`src/rtl/sbox_fill_ctrl.sv`:
```
// rtl/sbox_fill_ctrl.sv - fills a 256-entry byte S-box with unique chaos bytes
// Optional SBOX_INV_WRITE_EN adds an inverse S-box write port driven in the same pass.
module sbox_fill_ctrl #(
    parameter int REJ_W      = 16,
    parameter int MAX_REJECT = 4096
) (
    input  logic             clk,
    input  logic             rst,
    input  logic             start,
    input  logic             chaos_valid,
    input  logic [7:0]       chaos_data,
    output logic             chaos_ready,
    output logic             sbox_we,
    output logic [7:0]       sbox_addr,
    output logic [7:0]       sbox_wdata,
    output logic             busy,
    output logic             done,
    output logic             error,
    output logic [REJ_W-1:0] reject_cnt
`ifdef SBOX_INV_WRITE_EN
    ,
    output logic             inv_we,
    output logic [7:0]       inv_addr,
    output logic [7:0]       inv_wdata
`endif
);

    typedef enum logic [1:0] {
        S_IDLE,
        S_FILL,
        S_DONE,
        S_ERROR
    } state_t;

    localparam logic [REJ_W-1:0] REJ_LIMIT = REJ_W'(MAX_REJECT);

    state_t       state;
    logic [255:0] used;
    logic [8:0]   count;
    logic         is_dup;

    // The bitmap is updated on the accept edge, so a byte accepted in the
    // following cycle already sees it: repeats on consecutive cycles write once.
    assign is_dup = used[chaos_data];

    always_ff @(posedge clk or posedge rst) begin
        if (rst) begin
            state       <= S_IDLE;
            used        <= '0;
            count       <= '0;
            chaos_ready <= 1'b0;
            sbox_we     <= 1'b0;
            sbox_addr   <= '0;
            sbox_wdata  <= '0;
            busy        <= 1'b0;
            done        <= 1'b0;
            error       <= 1'b0;
            reject_cnt  <= '0;
`ifdef SBOX_INV_WRITE_EN
            inv_we      <= 1'b0;
            inv_addr    <= '0;
            inv_wdata   <= '0;
`endif
        end else begin
            sbox_we <= 1'b0;
`ifdef SBOX_INV_WRITE_EN
            inv_we  <= 1'b0;
`endif
            case (state)
                S_FILL: begin
                    if (chaos_valid) begin
                        if (!is_dup) begin
                            used[chaos_data] <= 1'b1;
                            sbox_we          <= 1'b1;
                            sbox_addr        <= count[7:0];
                            sbox_wdata       <= chaos_data;
`ifdef SBOX_INV_WRITE_EN
                            inv_we           <= 1'b1;
                            inv_addr         <= chaos_data;
                            inv_wdata        <= count[7:0];
`endif
                            count            <= count + 9'd1;
                            reject_cnt       <= '0;
                            if (count == 9'd255) begin
                                state       <= S_DONE;
                                busy        <= 1'b0;
                                chaos_ready <= 1'b0;
                                done        <= 1'b1;
                            end
                        end else begin
                            reject_cnt <= reject_cnt + 1'b1;
                            if (reject_cnt + 1'b1 == REJ_LIMIT) begin
                                state       <= S_ERROR;
                                busy        <= 1'b0;
                                chaos_ready <= 1'b0;
                                error       <= 1'b1;
                            end
                        end
                    end
                end
                default: begin
                    if (start) begin
                        state       <= S_FILL;
                        used        <= '0;
                        count       <= '0;
                        reject_cnt  <= '0;
                        busy        <= 1'b1;
                        chaos_ready <= 1'b1;
                        done        <= 1'b0;
                        error       <= 1'b0;
                    end
                end
            endcase
        end
    end

endmodule

```
`config.mk`:
```
export PLATFORM = sky130hd
export DESIGN_NAME = sbox_fill_ctrl
export DESIGN_NICKNAME = d
export VERILOG_FILES = /design/src/rtl/sbox_fill_ctrl.sv
export SDC_FILE = /design/constraint.sdc
export NUM_CORES = 1
export LEC_CHECK = 0
export ABC_CLOCK_PERIOD_IN_PS = 11680
export BUFFER_PORTS_ARGS = -buffer_cell sky130_fd_sc_hd__buf_2
export CAP_MARGIN = 20
export CORE_MARGIN = 2
export CORE_UTILIZATION = 45
export DETAILED_ROUTE_END_ITERATION = 10
export GPL_ROUTABILITY_DRIVEN = 0
export SETUP_SLACK_MARGIN = 0.5
export SYNTH_ARGS = -nofsm -noshare
export SYNTH_HDL_FRONTEND = slang
export SYNTH_SLANG_ARGS = --single-unit
```
`constraint.sdc`:
```
create_clock -name clk -period 11.68 [get_ports clk]
set_clock_uncertainty 0.1 [all_clocks]
set_input_delay 1.168 -clock clk [delete_from_list [all_inputs] [get_ports clk]]
set_output_delay 1.168 -clock clk [all_outputs]
set_load 0.1 [all_outputs]
```
==> impl_metrics.json <==
{
  "status": "finished, final reports clean",
  "synth_top_cells_by_count": "dfrtp_1 (303), nand2_1 (264), o21ai_0 (142), clkbuf_1 (79)",
  "drc": 0,
  "syn_nets": 1304,
  "final_nets": 1304,
  "relSlewSlack_pct": 22.44,
  "finalMaxSlewViolations": 0,
  "place_inst": 1645,
  "finalSetupTns_ps": 0,
  "fmax_mhz": 162.2,
  "avgSynthCellArea_um2": 10.87,
  "crit_chain": "buf_4 > buf_4 > mux4_2 > mux4_2 > mux4_2 > a211oi_2 > o31ai_1 > or4_1 > o21ai_0",
  "fill_cells": 2707,
  "die-area_mm2": 0.03256,
  "cp_slowest_stage_delay_ps": 940,
  "final_util_pct": 51.31,
  "place_ws_ps": 4962,
  "critical_path_arrival_ps": 6470,
  "drtPass1Iterations": 5,
  "rsz0062_at_grt": "false",
  "power_density_mw_per_mm2": 167.8,
  "num_io_pins": 49,
  "regArea_mm2": 0.007582,
  "async_flop_share_pct": 100.0,
  "area_growth_pct": 12.03,
  "timing.critical_path.mode_cell": "mux4_2",
  "tightest_slew_ps": 1163,
  "ys_warn_count": 0,
  "min_from": "used[134]$_DFFE_PP0P_",
  "post_cts_buffers": 0,
  "routed_via_density": 5.980,
  "leakagePower_nw": 6.808,
  "routed_wl_um": 35740,
  "drtIter0Drc": 820,
  "h-tree-depth": 2,
  "start_util_pct": 45.80,
  "stdcell_count": 1707,
  "ir_drop_v": 0.00009049,
  "r2r-start": "used[159]$_DFFE_PP0P_",
  "fp.dieH_um": 180.4,
  "yosysTopAreaCell": "dfrtp_1",
  "fin_total_pwr_mw": 2.634,
  "start_kind": "input pin",
  "cp.required_ps": 11980,
  "drtAntennaViolNets": 0,
  "fin_crit_sh_pct": 52.80,
  "antenna_found_initial": 1,
  "slowest_stage": "or4_1",
  "avgRoutedWirePerCell_um": 20.94,
  "yosys.area.top_type_share_pct": 54.12,
  "synth_edf_count": 0,
  "holdWs_ps": 369.8,
  "antenna_cells": 0,
  "hold_viol": 0,
  "grt_overflow": 0,
  "grt_pass1_vias": 10260,
  "design_area_mm2": 0.01570,
  "drive_above_1_share_pct": 17.09,
  "synth_ff_type": "dfrtp_1",
  "syn_area_mm2": 0.01401,
  "vias": 10210,
  "clk_path_buf_depth": 3,
  "cts_hold_buffers": 0,
  "cts_sinks": 303,
  "end_kind": "flop",
  "grt_max_degree": 265,
  "cts_tree": "yes",
  "rows": 64,
  "postPlaceCellArea_mm2": 0.01446,
  "netlist_instances": 1289,
  "multiInputGateArea_mm2": 0.005931,
  "crit_type": "in -> reg",
  "synth_seq_cells": 303,
  "maxCapViolations": 0,
  "yosysSeqAreaShare_pct": 54.12,
  "fp.coreArea_mm2": 0.03059,
  "cp_top_family": "multiplexers",
  "die_w_um": 180.4,
  "worstPathMaxFanout": 40,
  "global_route.usage.total_pct": 22.36,
  "yosys-top-cells-area": "dfrtp_1 (54%), mux4_2 (12%), nand2_1 (7.1%)",
  "cts.root.buffer_cell": "clkbuf_16",
  "portBuffers": 48,
  "min_path_type": "reg -> reg",
  "path_clk_slew_ps": 60,
  "period_needed_ps": 6167,
  "crit_start": "chaos_data[0]",
  "synth.most_common_cell": "dfrtp_1",
  "hpwlAfterDp_um": 21640,
  "clk_latency_ps": 510,
  "setup_viol": 0,
  "synth.distinct_cells": 52,
  "critPathBufInv": 2,
  "grt_pass1_wl_um": 58630,
  "cts_buffers": 34,
  "cts_resized": 0,
  "timing.final.ws_setup_ps": 5513
}
## cells by family (layout without fill, tap and decap cells)
group,count (synthesis),after routing,synth area share [%]
buf+inv,120,142,3.840
fa+ha+maj,3,3,0.2680
mux,96,96,13.59
xor+xnor,6,6,0.3751
compound gates,328,328,14.29
flops,303,303,54.12
simple gates,433,433,13.51
## sequential cells by signal, summed over array words and instances, names as in the netlist
| name | count |
|---|---|
| done | 1 |
| count | 9 |
| error | 1 |
| state | 2 |
| reject_cnt | 16 |
| sbox_addr | 8 |
| busy | 1 |
| sbox_we | 1 |
| used | 256 |
| sbox_wdata | 8 |
## cell usage in the layout (no fill, tap or decap), drive strengths merged, types with 14 or more instances in the layout
cell | Yosys | routed
nand2 | 264 | 264
clkbuf | 79 | 51
o21ai | 216 | 216
mux2 | 14 | 14
dfrtp | 303 | 303
nand3 | 46 | 46
buf | 25 | 68
nor2 | 48 | 48
a22o | 61 | 61
nor3 | 17 | 17
inv | 14 | 14
mux4 | 74 | 74
## power breakdown
group          leakage, nW  internal (mW)  switching (mW)  total [mW]
logic                 2.09          0.102           0.238       0.340
clock network        0.581          0.697           0.423        1.12
registers             4.13           1.13          0.0480        1.17
## worst paths after layout
check / to / slack, ps / cells past startpoint
min: used[134]$_DFFE_PP0P_ / 370 / 2
max in group asynchronous: used[132]$_DFFE_PP0P_ / 9310 / 3
min in group asynchronous: reject_cnt[1]$_DFFE_PP0P_ / 680 / 2
max reg2reg: used[245]$_DFFE_PP0P_ / 7040 / 8
min reg2reg: used[134]$_DFFE_PP0P_ / 370 / 2
max: used[245]$_DFFE_PP0P_ / 5510 / 9
## area by class of cell
cell class / count / area share (%)
timing repair buffer: 68 / 2.766
tap: 396 / 3.157
clock inverter: 7 / 0.7414
inverter: 16 / 0.4305
clock buffer: 51 / 6.808
sequential: 303 / 48.31
multi-input combinational: 866 / 37.79
## layer usage
| metal | track usage [%] | wire length [µm] |
|---|---|---|
| met4 | 5.871 | 749 |
| met1 | 31.59 | 16020 |
| met3 | 3.375 | 1845 |
| met2 | 36.44 | 17110 |
| met5 | 0 | 13 |
## worst register-to-register path: stages, from the launching register on
cell	delay (ps)
dfrtp_1	370
mux4_2	490
mux4_2	510
mux4_2	520
nor2b_1	160
a211oi_2	700
o31ai_1	370
or4_1	940
o21ai_0	390
Power figures use the tool's default switching activity.
